<file path="config.mk">
export PLATFORM = sky130hd
export DESIGN_NAME = pipeline_ctrl
export DESIGN_NICKNAME = d
export VERILOG_FILES = /design/src/rtl/pipeline_ctrl_pkg.sv /design/src/rtl/hazard_scoreboard.sv /design/src/rtl/pipeline_ctrl.sv
export SDC_FILE = /design/constraint.sdc
export NUM_CORES = 1
export LEC_CHECK = 0
export BUFFER_PORTS_ARGS = -buffer_cell sky130_fd_sc_hd__buf_2
export CAP_MARGIN = 15
export CORE_UTILIZATION = 31
export DETAILED_ROUTE_END_ITERATION = 12
export SETUP_SLACK_MARGIN = 0.02
export SLEW_MARGIN = 20
export SYNTH_ARGS = -nofsm -noshare
export SYNTH_HDL_FRONTEND = slang
export SYNTH_HIERARCHICAL = 1
export SYNTH_SLANG_ARGS = --single-unit
export TNS_END_PERCENT = 100
</file>
<file path="constraint.sdc">
create_clock -name clk -period 2.6 [get_ports clk]
set_input_delay 0.26 -clock clk [delete_from_list [all_inputs] [get_ports clk]]
set_output_delay 0.26 -clock clk [all_outputs]
set_load 0.02 [all_outputs]
</file>
<file path="src/rtl/pipeline_ctrl_pkg.sv">
// rtl/pipeline_ctrl_pkg.sv - shared state encoding and width defaults for pipeline_ctrl
package pipeline_ctrl_pkg;

  localparam int REG_AW_DEF = 6;
  localparam int CNT_W_DEF  = 16;

  typedef enum logic [1:0] {
    ST_IDLE   = 2'd0,
    ST_RUN    = 2'd1,
    ST_DRAIN  = 2'd2,
    ST_HALTED = 2'd3
  } state_e;

endpackage

</file>
<file path="src/rtl/hazard_scoreboard.sv">
// rtl/hazard_scoreboard.sv - two-slot EX/WB destination tracker with RAW hazard compare
module hazard_scoreboard
  import pipeline_ctrl_pkg::*;
#(
  parameter int REG_AW = REG_AW_DEF
) (
  input  logic              clk,
  input  logic              rst_n,
  input  logic              ex_load_valid,
  input  logic [REG_AW-1:0] ex_load_rd,
  input  logic [REG_AW-1:0] id_rs,
  input  logic [REG_AW-1:0] id_rt,
  input  logic              id_uses_rs,
  input  logic              id_uses_rt,
  output logic              slots_empty,
  output logic              hazard
);

  logic              ex_valid_q, wb_valid_q;
  logic [REG_AW-1:0] ex_rd_q, wb_rd_q;
  logic              ex_hit, wb_hit;

  // Advance the slots every cycle: EX retires into WB, ID's destination enters EX
  always_ff @(posedge clk or negedge rst_n) begin
    if (!rst_n) begin
      ex_valid_q <= 1'b0;
      ex_rd_q    <= '0;
      wb_valid_q <= 1'b0;
      wb_rd_q    <= '0;
    end else begin
      wb_valid_q <= ex_valid_q;
      wb_rd_q    <= ex_rd_q;
      ex_valid_q <= ex_load_valid;
      ex_rd_q    <= ex_load_rd;
    end
  end

  // Register 0 is tracked like any other, so no zero-register exemption here
  always_comb begin
    ex_hit      = ex_valid_q && ((id_uses_rs && (ex_rd_q == id_rs)) ||
                                 (id_uses_rt && (ex_rd_q == id_rt)));
    wb_hit      = wb_valid_q && ((id_uses_rs && (wb_rd_q == id_rs)) ||
                                 (id_uses_rt && (wb_rd_q == id_rt)));
    hazard      = ex_hit || wb_hit;
    slots_empty = !ex_valid_q && !wb_valid_q;
  end

endmodule

</file>
<file path="src/rtl/pipeline_ctrl.sv">
// rtl/pipeline_ctrl.sv - four-stage pipeline run/drain FSM, stall/flush decode and stall counter
module pipeline_ctrl
  import pipeline_ctrl_pkg::*;
#(
  parameter int REG_AW = REG_AW_DEF,
  parameter int CNT_W  = CNT_W_DEF
) (
  input  logic              clk,
  input  logic              rst_n,
  input  logic              start,
  input  logic [REG_AW-1:0] id_rs,
  input  logic [REG_AW-1:0] id_rt,
  input  logic [REG_AW-1:0] id_rd,
  input  logic              id_uses_rs,
  input  logic              id_uses_rt,
  input  logic              id_reg_wrt,
  input  logic              id_halt,
  input  logic              ex_pc_change,
  output logic              pc_en,
  output logic              ifid_en,
  output logic              ifid_flush,
  output logic              idex_flush,
  output logic [1:0]        state,
  output logic [CNT_W-1:0]  stall_cycles
);

  state_e           state_q;
  logic [CNT_W-1:0] stall_cycles_q;
  logic             hazard, slots_empty;
  logic             stall_hit, ex_load_valid;

  // Output decode: branch flush beats halt and hazard; DRAIN/IDLE/HALTED keep bubbles flowing
  always_comb begin
    pc_en         = 1'b0;
    ifid_en       = 1'b0;
    ifid_flush    = 1'b1;
    idex_flush    = 1'b1;
    stall_hit     = 1'b0;
    ex_load_valid = 1'b0;
    case (state_q)
      ST_RUN: begin
        if (ex_pc_change) begin
          pc_en      = 1'b1;
          ifid_en    = 1'b1;
          ifid_flush = 1'b1;
          idex_flush = 1'b1;
        end else if (hazard) begin
          ifid_flush = 1'b0;
          idex_flush = 1'b1;
          stall_hit  = 1'b1;
        end else begin
          pc_en      = 1'b1;
          ifid_en    = 1'b1;
          ifid_flush = 1'b0;
          idex_flush = 1'b0;
        end
        // A halt never writes a register, and a flushed slot carries nothing
        ex_load_valid = id_reg_wrt && !idex_flush && !id_halt;
      end
      ST_DRAIN: begin
        ifid_flush = 1'b0;
        idex_flush = 1'b1;
      end
      default: begin
        ifid_flush = 1'b1;
        idex_flush = 1'b1;
      end
    endcase
  end

  hazard_scoreboard #(
    .REG_AW(REG_AW)
  ) u_scoreboard (
    .clk          (clk),
    .rst_n        (rst_n),
    .ex_load_valid(ex_load_valid),
    .ex_load_rd   (id_rd),
    .id_rs        (id_rs),
    .id_rt        (id_rt),
    .id_uses_rs   (id_uses_rs),
    .id_uses_rt   (id_uses_rt),
    .slots_empty  (slots_empty),
    .hazard       (hazard)
  );

  // Control FSM plus saturating hazard-stall counter
  always_ff @(posedge clk or negedge rst_n) begin
    if (!rst_n) begin
      state_q        <= ST_IDLE;
      stall_cycles_q <= '0;
    end else begin
      case (state_q)
        ST_IDLE, ST_HALTED: if (start) state_q <= ST_RUN;
        ST_RUN:             if (id_halt && !ex_pc_change) state_q <= ST_DRAIN;
        ST_DRAIN:           if (slots_empty) state_q <= ST_HALTED;
        default:            state_q <= ST_IDLE;
      endcase
      if (stall_hit && (stall_cycles_q != {CNT_W{1'b1}})) begin
        stall_cycles_q <= stall_cycles_q + {{(CNT_W-1){1'b0}}, 1'b1};
      end
    end
  end

  assign state        = state_q;
  assign stall_cycles = stall_cycles_q;

endmodule

</file>
Word-level counts from Yosys, hierarchy flattened
Index checks and enable logic that the tools add are counted.

Flip-flop bits (word level): 32. Output and inout port bits: 22. Logic and storage cells: 56. Input port bits: 26.

Mux-type cells: 16. $add $sub $neg: 1. Equality and inequality tests: 11. Reductions and logical operators: 22.

Operators with widths (number): equality test 6 bit (4); adder 16 x 1 -> 16 bit, second input constant (1); != test 16 bit, second input constant (1); logical AND 1 bit (11); two-way mux 1 bit (11); two-way mux 2 bit (3); != test 2 bit, second input constant (3); case mux 2 bit (3 select lines) (1); zero test 1 bit (5); equality test 2 bit, second input constant (2); logical OR 1 bit (3); AND reduction 3 bit (1); equality test 2 x 1 -> 1 bit, second input constant (1); zero test 2 bit (1); case mux 1 bit (2 select lines) (1); OR reduction 2 bit (1).

Logic depth before layout (Yosys ltp)
Word-level depth: 12. Depth in mapped cells: 8. Depth with buffers taken out: 8.

Modules after synthesis
Netlist, hierarchy kept.

By module, submodules not included: pipeline_ctrl (area each 974.7 µm², seq. area each 450.4 µm², times used 1, cells an instance 93); hazard_scoreboard (area each 630.6 µm², seq. area each 350.3 µm², times used 1, cells an instance 50).

Worst setup path before layout
No wires, ideal clock.

Path type: flip-flop to flip-flop. Start point: register u_scoreboard.ex_rd_q[1]. End point: register stall_cycles_q[13], in the netlist stall_cycles[13]. Arrival: 2027 ps. Buffers on the path: 0. Data required time: 2520 ps. Cell stages (with the launch flop): 9. Path slack: 494 ps. Setup time: 80 ps. Clock period less this slack: 2106 ps. Path through: dfrtp_1 -> xnor2_1 -> nand4_1 -> o22ai_1 -> a22o_1 -> nand3b_4 -> or4_4 -> nor3_2 -> xor2_1.

Longest elaborated chain between the ends: 9. Elaborated cells between the ends (all ways): 11. Classes of those cells: eq/ne (2); mux (3); reduce/logical (6).

RTL lines: start, declared (line hazard_scoreboard.sv:20) `logic [REG_AW-1:0] ex_rd_q, wb_rd_q;`; start signal, assigned (line hazard_scoreboard.sv:34) `ex_rd_q <= ex_load_rd;`; equality test 6 bit, on equally long branches (line hazard_scoreboard.sv:40, hazard_scoreboard.sv:41); logical AND 1 bit, on equally long branches (line hazard_scoreboard.sv:40, hazard_scoreboard.sv:41); logical OR 1 bit * (line hazard_scoreboard.sv:40) `ex_hit = ex_valid_q && ((id_uses_rs && (ex_rd_q == id_rs)) ||`; logical AND 1 bit * (line hazard_scoreboard.sv:40); logical OR 1 bit * (line hazard_scoreboard.sv:44) `hazard = ex_hit || wb_hit;`; net hazard (line pipeline_ctrl.sv:29) `logic hazard, slots_empty;`; two-way mux 1 bit * (line pipeline_ctrl.sv:47) `end else if (hazard) begin`; two-way mux 1 bit * (line pipeline_ctrl.sv:42) `if (ex_pc_change) begin`; two-way mux 1 bit * (line pipeline_ctrl.sv:40) `case (state_q)`; logical AND 1 bit * (line pipeline_ctrl.sv:98) `if (stall_hit && (stall_cycles_q != {CNT_W{1'b1}})) begin`; end signal, assigned (line pipeline_ctrl.sv:99) `stall_cycles_q <= stall_cycles_q + {{(CNT_W-1){1'b0}}, 1'b1};`; end, declared (line pipeline_ctrl.sv:28) `logic [CNT_W-1:0] stall_cycles_q;`.

The timed path passes the listed nets; every way through them passes the cells marked *. A chain may end at the register's enable or synchronous reset.

Worst setup path in the final report
Start point: register u_scoreboard.ex_rd_q[2]. End point: register stall_cycles_q[13], in the netlist stall_cycles[13].

The elaborated chain is that of the path after synthesis.

==> impl_metrics.py <==
metrics = {
    "timing": {
        "max-slew-margin-rel_pct": 53.7,
        "hold_viol": 0,
        "setup_slack_ns": 0.292,
        "setup-tns-final_ns": 0,
        "slew_violations": 0,
        "finClkSkew_ns": 0.00495,
        "worstMarginPinSlew_ns": 0.694,
        "period_minus_slack_ns": 2.31,
        "setup_violations": 0,
        "rsz0062_at_grt": "no",
        "post-route-period-util_pct": 88.8,
        "fmax_mhz": 433,
    },
    "clock_network": {
        "cts.root.buffer_cell": "clkbuf_8",
        "cts.htree.levels": 2,
        "holdBufCountCts": 0,
        "numCtsBuffers": 5,
        "cts_tree": "built",
        "cts_resized": 0,
        "clk_path_buf_depth": 2,
        "post_cts_buffers": 0,
        "cts.clk_slew.worst_paths_ns": 0.07,
        "cts_sinks": 32,
        "insertion_delay_ns": 0.28,
    },
    "layout": {
        "finalInstanceArea_um2": 2030,
        "finalNetCount": 225,
        "fillers": 493,
        "drive_gt1_share_pct": 32.0,
        "antenna_cells": 0,
        "final_util_pct": 41.8,
        "syn2layout_area_growth_pct": 26.3,
    },
    "synthesis": {
        "ys_async_sr_fraction_pct": 100,
        "synth.area.mux_share_pct": 1.33,
        "syn-num-nets": 172,
        "synth_top_family_by_area": "XOR/XNOR gates",
        "synth_edf_count": 0,
        "synth_xor_area_share_pct": 20.2,
        "yosys.area_share.simple_pct": 19.8,
        "ys_seq_elements": 32,
        "synth_compound_area_share_pct": 4.36,
        "netlist_instances": 143,
        "syn_area_um2": 1610,
        "yosysUniqueCellTypes": 33,
        "synthFlopType": "dfrtp_1",
        "yosysWarnings": 6,
        "syn_avg_cell_area_um2": 11.2,
        "yosysSeqAreaShare_pct": 49.9,
        "yosys.area.top_type": "dfrtp_1",
        "yosysMostFrequentCell": "dfrtp_1",
        "synth_commonest_cells": "dfrtp_1, xnor2_1, xor2_1, nand3_1, nand4_1",
        "synthTopCellsByArea": "dfrtp_1, xnor2_1, xor2_1, nand4_1, nand3_1",
        "synth_top_area_share_pct": 49.9,
        "synthAdderAreaFrac_pct": 2.34,
    },
    "critical_path": {
        "rr_startpoint": "u_scoreboard/ex_rd_q[2]",
        "rr_endpoint": "stall_cycles[13]",
        "cp-start-kind": "flop",
        "cp.arrival_ns": 2.52,
        "endpoint_kind": "flop",
        "path_max_fanout": 10,
        "r2r_slack_ns": 0.29,
        "criticalPathCategory": "flop to flop",
        "r2r_cells": 8,
        "cp.required_ns": 2.81,
    },
    "die": {
        "fp.dieH_um": 74.0,
        "io_pins": 48,
        "rows": 25,
        "dieArea_um2": 5470,
        "coreArea_um2": 4850,
        "initial_core_util_pct": 33.1,
        "die_w_um": 74.0,
    },
    "drt": {
        "drtIter0Drc": 43,
        "vias_per_cell": 4.60,
        "ant_nets": 0,
        "wire_per_inst_um": 12.0,
        "drt_pass1_iterations": 5,
        "route.detailed.drc": 0,
        "totalWireLength_mm": 3.17,
        "num_vias": 1214,
    },
    "placement": {
        "dp_worst_setup_slack_ns": 0.279,
        "port_buffers": 47,
        "dpl_cell_area_um2": 1920,
        "gp_congestion": 0.817,
        "dpl.hpwl_mm": 2.47,
    },
    "grt": {
        "grt.total_usage_pct": 12.4,
        "antenna_found_initial": 0,
        "grt_max_degree": 33,
        "grt_pass1_wl_mm": 5.06,
        "grt_pass1_vias": 1171,
        "gr-total-overflow": 0,
    },
    "power": {
        "total_power_mw": 1.32,
        "ir_drop_mv": 0.233,
        "power_leakage_nw": 1.01,
        "power_density_nw_per_um2": 652,
    },
    "hold_path": {
        "hold_class": "input pin to async pin",
    },
    "run_status": {
        "status": "finished clean",
    },
    "job": {
        "cap_violations": 0,
    },
}
-- layout make-up --
type,count,area (µm²),share of cell area (%)
Clock buffer,5,68.8,3.39
Clock inverter,3,42.5,2.10
Inverter,7,26.3,1.30
Multi-Input combinational cell,103,771,38.0
Sequential cell,32,801,39.5
Tap cell,67,83.8,4.13
Timing Repair Buffer,47,235,11.6
-- registers in the layout, summed over array words and instances (netlist names) --
register and count:
stall_cycles 16, u_scoreboard/wb_rd_q 6, u_scoreboard/ex_rd_q 6, u_scoreboard/wb_valid_q 1, u_scoreboard/ex_valid_q 1, state 2
-- through the flow --
step	instances	hold slack (ns)
6_report	264	0.0177
5_1_grt	264	0.0631
4_1_cts	264	0.0439
3_5_place_dp	256	0.362
3_3_place_gp	256	0.356
2_1_floorplan	143	-0.0356
-- how the worst max path moves through the flow --
stage               slack, ns  cells past startpoint                    start          endpoint
floorplan                0.49                      8  u_scoreboard/ex_rd_q[1]  stall_cycles[13]
global placement         0.32                      9                 id_rt[3]  stall_cycles[13]
detailed placement       0.28                      8  u_scoreboard/ex_rd_q[2]  stall_cycles[15]
CTS                      0.28                      8  u_scoreboard/ex_rd_q[2]  stall_cycles[13]
global route             0.13                      8  u_scoreboard/ex_rd_q[0]  stall_cycles[10]
finish                   0.29                      8  u_scoreboard/ex_rd_q[2]  stall_cycles[13]
-- logic make-up (layout without fill, tap and decap cells) --
kind of cell / count (synthesis) / count (layout)
multiplexers: 2 / 2
flip-flops: 32 / 32
AO/OA/AOI/OAI: 11 / 11
AND/OR/NAND/NOR: 50 / 50
adder cells (fa/ha/maj): 3 / 3
XOR/XNOR: 37 / 37
buffers and inverters: 8 / 62
-- where the power goes --
group          internal (mW)  switching, mW
Clock                  0.283          0.189
Sequential             0.527         0.0237
Combinational          0.121          0.179
Total                  0.931          0.392
-- worst max-delay path, cell delays in order, from the launching register on --
cell	delay (ns)
dfrtp_1	0.42
xnor2_1	0.18
nand4_1	0.11
o22ai_1	0.18
a22o_1	0.24
nand3b_4	0.16
or4_4	0.59
nor3_2	0.20
xor2_1	0.15
-- metal layers --
layer | global-route usage, % | wire length, µm
met2 | 20.5 | 1480
met1 | 14.7 | 1460
met5 | 0 | 0
met4 | 6.20 | 36
met3 | 3.66 | 190
-- layout by cell type (no fill, tap or decap), types with 2 or more instances in the layout --
| cell | count |
|---|---|
| a21oi_1 | 2 |
| buf_2 | 47 |
| clkbuf_8 | 5 |
| dfrtp_1 | 32 |
| ha_1 | 3 |
| inv_1 | 7 |
| nand2_1 | 8 |
| nand3_1 | 9 |
| nand4_1 | 9 |
| nor2_1 | 4 |
| nor3_1 | 6 |
| nor3_2 | 2 |
| nor4_1 | 2 |
| o21ai_0 | 2 |
| o22ai_1 | 2 |
| xnor2_1 | 26 |
| xor2_1 | 11 |
Note: power is estimated with default switching activity, not from simulation.
